==> src/rtl/param_bus_datapath_pkg.sv <==
// param_bus_datapath_pkg
//   Shared definitions for the single-bus datapath slice.
//   - SRC_* : bus source codes, expressed as offsets above the last
//             general register (code NREG+SRC_x selects source x)
//   - CON_* : condition codes held in IR[20:19] for the CON flip-flop
//   - mem_state_e : memory handshake FSM states
//   - src_w() : width of the encoded bus source select for a given NREG
package param_bus_datapath_pkg;

  localparam int SRC_HI     = 0;
  localparam int SRC_LO     = 1;
  localparam int SRC_ZHI    = 2;
  localparam int SRC_ZLO    = 3;
  localparam int SRC_PC     = 4;
  localparam int SRC_MDR    = 5;
  localparam int SRC_INPORT = 6;
  localparam int SRC_CSEXT  = 7;
  localparam int SRC_EXT    = 8;
  localparam int SRC_COUNT  = 9;

  localparam logic [1:0] CON_EQZ = 2'b00;
  localparam logic [1:0] CON_NEZ = 2'b01;
  localparam logic [1:0] CON_POS = 2'b10;
  localparam logic [1:0] CON_NEG = 2'b11;

  typedef enum logic [1:0] {
    MEM_IDLE = 2'd0,
    MEM_RD   = 2'd1,
    MEM_WR   = 2'd2
  } mem_state_e;

  function automatic int src_w(input int nreg);
    return $clog2(nreg + SRC_COUNT);
  endfunction

endpackage

==> src/rtl/param_bus_datapath_mem_if_fsm.sv <==
// mem_if_fsm
//   Memory request/acknowledge handshake with wait-state counting and
//   timeout. A one-cycle mem_rd or mem_wr pulse in IDLE starts a transfer;
//   the request stays up until mem_ack or until MAX_WAIT cycles pass
//   without one.
//   Ports:
//     clk, clr        : clock, asynchronous active-low reset
//     mem_rd, mem_wr  : start pulses from the control unit
//     mem_ack         : acknowledge from memory
//     mem_req, mem_we : registered request and write strobe
//     mem_busy        : FSM not IDLE
//     mem_done        : one-cycle completion pulse
//     mem_err         : sticky error (timeout or conflicting start)
//     mem_idle        : FSM in IDLE (MAR may load)
//     rd_active       : FSM in RD (MDR owned by the read)
module mem_if_fsm
  import param_bus_datapath_pkg::*;
#(
  parameter int MAX_WAIT = 15
) (
  input  logic clk,
  input  logic clr,
  input  logic mem_rd,
  input  logic mem_wr,
  input  logic mem_ack,
  output logic mem_req,
  output logic mem_we,
  output logic mem_busy,
  output logic mem_done,
  output logic mem_err,
  output logic mem_idle,
  output logic rd_active
);

  // Counter only has to reach MAX_WAIT-1: the last waiting cycle aborts.
  localparam int CNT_W = (MAX_WAIT < 2) ? 1 : $clog2(MAX_WAIT);
  localparam logic [CNT_W-1:0] CNT_LAST = CNT_W'(MAX_WAIT - 1);

  mem_state_e       state_q, state_d;
  logic [CNT_W-1:0] cnt_q, cnt_d;
  logic             req_q, req_d;
  logic             we_q, we_d;
  logic             done_q, done_d;
  logic             err_q, err_d;

  // Next-state logic. Request/strobe flops are loaded from the next state
  // so mem_req rises in the first RD/WR cycle and drops on the exit edge.
  always_comb begin
    state_d = state_q;
    cnt_d   = cnt_q;
    done_d  = 1'b0;
    err_d   = err_q;
    case (state_q)
      MEM_IDLE: begin
        cnt_d = '0;
        if (mem_rd && mem_wr) begin
          err_d = 1'b1;
        end else if (mem_rd) begin
          state_d = MEM_RD;
        end else if (mem_wr) begin
          state_d = MEM_WR;
        end
      end
      MEM_RD, MEM_WR: begin
        if (mem_ack) begin
          state_d = MEM_IDLE;
          done_d  = 1'b1;
        end else if (cnt_q == CNT_LAST) begin
          state_d = MEM_IDLE;
          err_d   = 1'b1;
        end else begin
          cnt_d = cnt_q + 1'b1;
        end
      end
      default: state_d = MEM_IDLE;
    endcase
    req_d = (state_d != MEM_IDLE);
    we_d  = (state_d == MEM_WR);
  end

  always_ff @(posedge clk or negedge clr) begin
    if (!clr) begin
      state_q <= MEM_IDLE;
      cnt_q   <= '0;
      req_q   <= 1'b0;
      we_q    <= 1'b0;
      done_q  <= 1'b0;
      err_q   <= 1'b0;
    end else begin
      state_q <= state_d;
      cnt_q   <= cnt_d;
      req_q   <= req_d;
      we_q    <= we_d;
      done_q  <= done_d;
      err_q   <= err_d;
    end
  end

  assign mem_req   = req_q;
  assign mem_we    = we_q;
  assign mem_done  = done_q;
  assign mem_err   = err_q;
  assign mem_busy  = (state_q != MEM_IDLE);
  assign mem_idle  = (state_q == MEM_IDLE);
  assign rd_active = (state_q == MEM_RD);

endmodule

==> src/rtl/param_bus_datapath.sv <==
// param_bus_datapath
//   Parametrised single-bus datapath: general registers, HI/LO, PC, IR, Y,
//   double-width Z, MAR/MDR, CON flip-flop and in/out ports, with memory
//   traffic through a req/ack handshake (mem_if_fsm).
//   Ports:
//     clk, clr              : clock, asynchronous active-low reset
//     bus_src, ba_mode      : bus source select, R0-reads-zero mode
//     reg_in .. out_in      : destination load enables
//     ext_bus               : external/debug bus source
//     alu_a, alu_b, alu_res : external ALU operands (Y, bus) and result
//     mem_*                 : memory handshake and status
//     in_data, in_strobe    : input port capture
//     out_port, ir_out, con_out : register outputs
module param_bus_datapath
  import param_bus_datapath_pkg::*;
#(
  parameter  int DATA_W   = 32,
  parameter  int NREG     = 16,
  parameter  int ADDR_W   = 9,
  parameter  int MAX_WAIT = 15,
  localparam int SRC_W    = src_w(NREG)
) (
  input  logic                clk,
  input  logic                clr,
  input  logic [SRC_W-1:0]    bus_src,
  input  logic [NREG-1:0]     reg_in,
  input  logic                hi_in,
  input  logic                lo_in,
  input  logic                pc_in,
  input  logic                ir_in,
  input  logic                y_in,
  input  logic                z_in,
  input  logic                mar_in,
  input  logic                mdr_in,
  input  logic                con_in,
  input  logic                out_in,
  input  logic                ba_mode,
  input  logic [DATA_W-1:0]   ext_bus,
  output logic [DATA_W-1:0]   alu_a,
  output logic [DATA_W-1:0]   alu_b,
  input  logic [2*DATA_W-1:0] alu_res,
  input  logic                mem_rd,
  input  logic                mem_wr,
  output logic                mem_req,
  output logic                mem_we,
  output logic [ADDR_W-1:0]   mem_addr,
  output logic [DATA_W-1:0]   mem_wdata,
  input  logic [DATA_W-1:0]   mem_rdata,
  input  logic                mem_ack,
  output logic                mem_busy,
  output logic                mem_done,
  output logic                mem_err,
  input  logic [DATA_W-1:0]   in_data,
  input  logic                in_strobe,
  output logic [DATA_W-1:0]   out_port,
  output logic [DATA_W-1:0]   ir_out,
  output logic                con_out
);

  localparam logic [SRC_W-1:0] CODE_HI     = SRC_W'(NREG + SRC_HI);
  localparam logic [SRC_W-1:0] CODE_LO     = SRC_W'(NREG + SRC_LO);
  localparam logic [SRC_W-1:0] CODE_ZHI    = SRC_W'(NREG + SRC_ZHI);
  localparam logic [SRC_W-1:0] CODE_ZLO    = SRC_W'(NREG + SRC_ZLO);
  localparam logic [SRC_W-1:0] CODE_PC     = SRC_W'(NREG + SRC_PC);
  localparam logic [SRC_W-1:0] CODE_MDR    = SRC_W'(NREG + SRC_MDR);
  localparam logic [SRC_W-1:0] CODE_INPORT = SRC_W'(NREG + SRC_INPORT);
  localparam logic [SRC_W-1:0] CODE_CSEXT  = SRC_W'(NREG + SRC_CSEXT);
  localparam logic [SRC_W-1:0] CODE_EXT    = SRC_W'(NREG + SRC_EXT);

  logic [DATA_W-1:0]   regs_q [NREG];
  logic [DATA_W-1:0]   regs_d [NREG];
  logic [DATA_W-1:0]   hi_q, hi_d, lo_q, lo_d, pc_q, pc_d, ir_q, ir_d;
  logic [DATA_W-1:0]   y_q, y_d, mar_q, mar_d, mdr_q, mdr_d;
  logic [DATA_W-1:0]   inport_q, inport_d, out_q, out_d;
  logic [2*DATA_W-1:0] z_q, z_d;
  logic                con_q, con_d;

  logic [DATA_W-1:0]   bus;
  logic [DATA_W-1:0]   csext;
  logic                con_cond;
  logic                mem_idle;
  logic                rd_active;
  logic                rd_capture;
  logic                mar_unused;

  assign csext = {{(DATA_W-19){ir_q[18]}}, ir_q[18:0]};

  // Bus source mux. Codes above EXT select nothing and read as zero;
  // ba_mode forces R0 to zero for base-address calculations.
  always_comb begin
    bus = '0;
    for (int i = 0; i < NREG; i++) begin
      if (bus_src == SRC_W'(i)) bus = regs_q[i];
    end
    if (ba_mode && (bus_src == '0)) bus = '0;
    case (bus_src)
      CODE_HI:     bus = hi_q;
      CODE_LO:     bus = lo_q;
      CODE_ZHI:    bus = z_q[2*DATA_W-1:DATA_W];
      CODE_ZLO:    bus = z_q[DATA_W-1:0];
      CODE_PC:     bus = pc_q;
      CODE_MDR:    bus = mdr_q;
      CODE_INPORT: bus = inport_q;
      CODE_CSEXT:  bus = csext;
      CODE_EXT:    bus = ext_bus;
      default:     ;
    endcase
  end

  // Branch condition evaluated on the bus, selected by IR[20:19].
  always_comb begin
    con_cond = 1'b0;
    case (ir_q[20:19])
      CON_EQZ: con_cond = (bus == '0);
      CON_NEZ: con_cond = (bus != '0);
      CON_POS: con_cond = ~bus[DATA_W-1];
      CON_NEG: con_cond = bus[DATA_W-1];
      default: con_cond = 1'b0;
    endcase
  end

  // Register next-state. MAR is frozen while a transfer is in flight so the
  // address stays stable; a read completion owns MDR over mdr_in.
  always_comb begin
    for (int i = 0; i < NREG; i++) begin
      regs_d[i] = reg_in[i] ? bus : regs_q[i];
    end
    hi_d     = hi_in ? bus : hi_q;
    lo_d     = lo_in ? bus : lo_q;
    pc_d     = pc_in ? bus : pc_q;
    ir_d     = ir_in ? bus : ir_q;
    y_d      = y_in  ? bus : y_q;
    z_d      = z_in  ? alu_res : z_q;
    out_d    = out_in ? bus : out_q;
    inport_d = in_strobe ? in_data : inport_q;
    con_d    = con_in ? con_cond : con_q;
    mar_d    = (mar_in && mem_idle) ? bus : mar_q;
    mdr_d    = mdr_q;
    if (rd_capture) begin
      mdr_d = mem_rdata;
    end else if (mdr_in && !rd_active) begin
      mdr_d = bus;
    end
  end

  always_ff @(posedge clk or negedge clr) begin
    if (!clr) begin
      for (int i = 0; i < NREG; i++) regs_q[i] <= '0;
      hi_q     <= '0;
      lo_q     <= '0;
      pc_q     <= '0;
      ir_q     <= '0;
      y_q      <= '0;
      z_q      <= '0;
      mar_q    <= '0;
      mdr_q    <= '0;
      inport_q <= '0;
      out_q    <= '0;
      con_q    <= 1'b0;
    end else begin
      regs_q   <= regs_d;
      hi_q     <= hi_d;
      lo_q     <= lo_d;
      pc_q     <= pc_d;
      ir_q     <= ir_d;
      y_q      <= y_d;
      z_q      <= z_d;
      mar_q    <= mar_d;
      mdr_q    <= mdr_d;
      inport_q <= inport_d;
      out_q    <= out_d;
      con_q    <= con_d;
    end
  end

  mem_if_fsm #(
    .MAX_WAIT (MAX_WAIT)
  ) u_mem_if_fsm (
    .clk       (clk),
    .clr       (clr),
    .mem_rd    (mem_rd),
    .mem_wr    (mem_wr),
    .mem_ack   (mem_ack),
    .mem_req   (mem_req),
    .mem_we    (mem_we),
    .mem_busy  (mem_busy),
    .mem_done  (mem_done),
    .mem_err   (mem_err),
    .mem_idle  (mem_idle),
    .rd_active (rd_active)
  );

  assign rd_capture = rd_active && mem_ack;

  // Only the low ADDR_W bits of MAR reach memory.
  assign mar_unused = ^mar_q[DATA_W-1:ADDR_W];

  assign alu_a     = y_q;
  assign alu_b     = bus;
  assign mem_addr  = mar_q[ADDR_W-1:0];
  assign mem_wdata = mdr_q;
  assign out_port  = out_q;
  assign ir_out    = ir_q;
  assign con_out   = con_q;

endmodule

==> config.mk <==
export PLATFORM = sky130hd
export DESIGN_NAME = param_bus_datapath
export DESIGN_NICKNAME = d
export VERILOG_FILES = /design/src/rtl/param_bus_datapath_pkg.sv /design/src/rtl/param_bus_datapath_mem_if_fsm.sv /design/src/rtl/param_bus_datapath.sv
export SDC_FILE = /design/constraint.sdc
export NUM_CORES = 2
export LEC_CHECK = 0
export ABC_AREA = 1
export CORE_ASPECT_RATIO = 1.4
export CORE_UTILIZATION = 40
export CTS_CLUSTER_DIAMETER = 100
export CTS_CLUSTER_SIZE = 28
export DETAILED_ROUTE_END_ITERATION = 10
export DONT_BUFFER_PORTS = 1
export GPL_TIMING_DRIVEN = 0
export PLACE_DENSITY_LB_ADDON = 0.12
export SLEW_MARGIN = 25
export SYNTH_ARGS = -nofsm -noshare
export SYNTH_HDL_FRONTEND = slang
export SYNTH_SLANG_ARGS = --single-unit
==> constraint.sdc <==
create_clock -name clk -period 3.1 [get_ports clk]
set_input_delay 0.31 -clock clk [delete_from_list [all_inputs] [get_ports clk]]
set_output_delay 0.31 -clock clk [all_outputs]
set_load 0.05 [all_outputs]
==> metrics.md <==
| Metric | Value |
|---|---|
| Final WL | 156000 um |
| Share of the core filled with cells in the final layout | 47.9% |
| Starting DRC count in detailed routing | 3472 |
| I/O pin cnt | 373 |
| Transition time at the pin with the least slew margin | 1.40 ns |
| Status | finished with violations |
| Clock latency on the worst-skew pair | 0.64 ns |
| Fin Hold WS | -0.403 ns |
| Number of synthesized register bits | 852 |
| Final critical path time including I/O delays and setup | 3.32 ns |
| Yosys warnings | 0 |
| Nets | 4911 |
| Clock tree from TritonCTS | built |
| Fmax | 0.302 GHz |
| Number of fill cells | 9077 |
| Slew margin rel. | 6.97% |
| Type of element launching the critical path | flip-flop |
| Total instance count after detailed placement | 5630 |
| Worst setup path class | flip-flop to primary output |
| Std cell rows | 132 |
| Clock transition at the registers of the reported paths | 0.11 ns |
| Number of CTS-inserted buffers | 36 |
| Wire length of the first global-routing pass | 225000 um |
| Register Area | 21300 sq um |
| First drt pass iteration count | 8 |
| Number of hold-slack violations in the final timing report | 302 |
| Post-route antenna net violation count | 0 |
| LEAKAGE | 20.0 nW |
| Area of the die | 94700 sq um |
| Post-Synthesis Cell Area | 37400 sq um |
| Mean post-synth cell area | 8.45 sq um |
| Critical Path End Type | primary output |
| RD Place Congestion | 0.910 |
| Core Area | 92500 sq um |
| R2R setup slack | -0.07 ns |
| Area taken by multi-input logic gates | 14900 sq um |
| Cell Area, Placed | 39000 sq um |
| Post-synthesis cell count | 4421 |
| Worst hold path type | input pin to async pin |
| Final Max Slew Viols | 0 |
| Maximum number of pins on one net before global-route repair | 853 |
| Cell area after layout | 44300 sq um |
| Data arrival time of the critical path | 3.01 ns |
| Sequential element share of the synthesized area | 57.1% |
| Die X-Extent | 260 um |
| RSZ-0062 raised after global routing | yes |
| Ratio of routed vias to standard cells | 5.54 |
| Starting density of the core | 40.4% |
| Violated checks | hold timing, setup timing |
| Average wire length per cell after detail routing | 26.3 um |
| Most common cell after layout, fill and taps aside | nand2_1 |
| Number of clock sinks seen by CTS | 852 |
| Via count of the first global-routing pass | 31800 |
| Relative area change from synthesis to final layout | 18.5% |
| Number of H-tree levels | 2 |
| Input/output buffers | 0 |
| Number of standard cells in the final layout excluding fillers | 5923 |
| Global-route usage over all layers | 32.8% |
| Clock tree root driver cell | clkbuf_16 |
| Maximum fanout encountered on the critical timing path | 2 |
| Initial antenna violation count | 12 |
| Worst slack, placed | -1.67 ns |
| Post-layout worst setup margin | -0.216 ns |
| Deepest clock path buffer count | 3 |
| P per Cell Area | 631 nW/um^2 |
| Number of max-capacitance violations reported | 0 |
| Fraction of layout instances using a drive strength above 1 | 11.9% |
| Post-layout total power | 27.9 mW |
| Period utilisation layout | 107% |
| Data required time at the worst endpoint | 2.79 ns |
| Fin Setup TNS | -2.01 ns |
| Congestion Overflow GR | 0 |
| Distinct cell type count after synthesis | 43 |
| Skew final | 0.0298 ns |
| Detailed placer's ending HPWL | 112000 um |
| Total via count after detailed routing | 32800 |
| Vertical die dimension | 364 um |
| Most frequent cells in the layout | 1271 x nand2_1, 849 x dfrtp_1, 804 x o21ai_0 |
| DRC viols | 0 |
| VDD IR max | 472 uV |
| Setup Viol. Count Final | 24 |
| Net count of the mapped netlist | 4624 |
what timing repair did:
item / in CTS / in global routing
setup endpoints to repair: 576 / 142
pin swaps: 104 / 141
buffers inserted: 76 / 31
resized for setup: 386 / 100
hold buffers: 136 / 2
endpoints found under the hold margin: 1000 / 234
metal layers:
| layer | GRT usage (%) | up-vias | part of all wire, % |
|---|---|---|---|
| li1 | - | 14900 | - |
| met1 | 40.8 | 16300 | 39 |
| met2 | 54.6 | 1219 | 48 |
| met3 | 4.99 | 268 | 6.1 |
| met4 | 18.1 | 4 | 6.6 |
| met5 | 0 | - | 0.017 |
sequential cells by signal (all words and copies together), names as in the netlist, 4 cells and up:
name,cells
z_q,64
u_mem_if_fsm.cnt_q,4
hi_q,32
mar_q,9
inport_q,32
out_port,32
alu_a,32
lo_q,32
regs_q,512
pc_q,32
ir_out,32
mem_wdata,32
Yosys cell counts (all sizes together):
cell type	n	area, sq um
nand2	1319	4970
dfrtp	852	21300
o21ai	804	4020
inv	289	1090
clkbuf	278	1040
nor2	264	1020
nand3	157	796
nand4	106	663
a21oi	79	478
a221oi	57	499
buf	43	228
or2	36	225
o211ai	34	255
clkinv	22	82.6
o22ai	20	125
a22o	18	158
mux2	13	146
nor3	6	30.0
o21bai	6	45.0
ha	5	62.6
a211oi	2	15.0
a21boi	2	22.5
and3	2	12.5
a22oi	1	7.51
a31o	1	8.76
a31oi	1	6.26
and2	1	6.26
nand3b	1	7.51
o21a	1	7.51
o31ai	1	7.51
logic make-up (layout without fill, tap and decap cells):
kind of cell             Yosys count  after routing  share of synthesized area (%)
other                              0              8                              0
flip-flops                       852            852                           57.1
AND/OR/NAND/NOR                 1892           1892                           20.7
buffers and inverters            632            920                           6.53
adder cells (fa/ha/maj)            5              5                          0.167
AO/OA/AOI/OAI                   1027           1027                           15.1
multiplexers                      13             13                          0.392
final timing paths:
path                       depth (start not counted)   startpoint     endpoint
setup / recovery                                  11  regs_q[449]     alu_b[1]
setup reg to reg                                  20  regs_q[475]      con_out
hold / removal                                     1          clr  regs_q[381]
max in group asynchronous                          3          clr    ir_out[8]
hold reg to reg                                    2  regs_q[244]  regs_q[244]
min in group clk                                   2   reg_in[14]   regs_q[63]
power breakdown:
| group | internal, mW | leakage (nW) | switching, mW |
|---|---|---|---|
| sequential | 12.9 | 11.2 | 3.28 |
| clock | 2.27 | 0.477 | 3.69 |
| combinational | 1.85 | 8.33 | 3.93 |
area by class of cell:
| class | instances | share of cell area, % |
|---|---|---|
| sequential | 852 | 48.1 |
| multi-input combinational | 2937 | 33.6 |
| timing repair buffer | 252 | 5.47 |
| buffer | 318 | 4.27 |
| tap | 1206 | 3.41 |
| inverter | 311 | 2.91 |
| clock buffer | 37 | 2.09 |
| clock inverter | 2 | 0.105 |
| antenna | 8 | 0.0452 |
worst max-delay path: stages, from the launching register on:
cell        delay [ns]
dfrtp_1           0.40
nand3_1           0.09
nand3_2           0.14
nor2_1            0.12
nand4_1           0.13
nand2_1           0.12
nand4_1           0.17
nor2_1            0.14
nand4_1           0.31
a21oi_4           0.32
clkbuf_16         0.19
clkinvlp_4        0.24
Note: power is estimated with default switching activity, not from simulation.
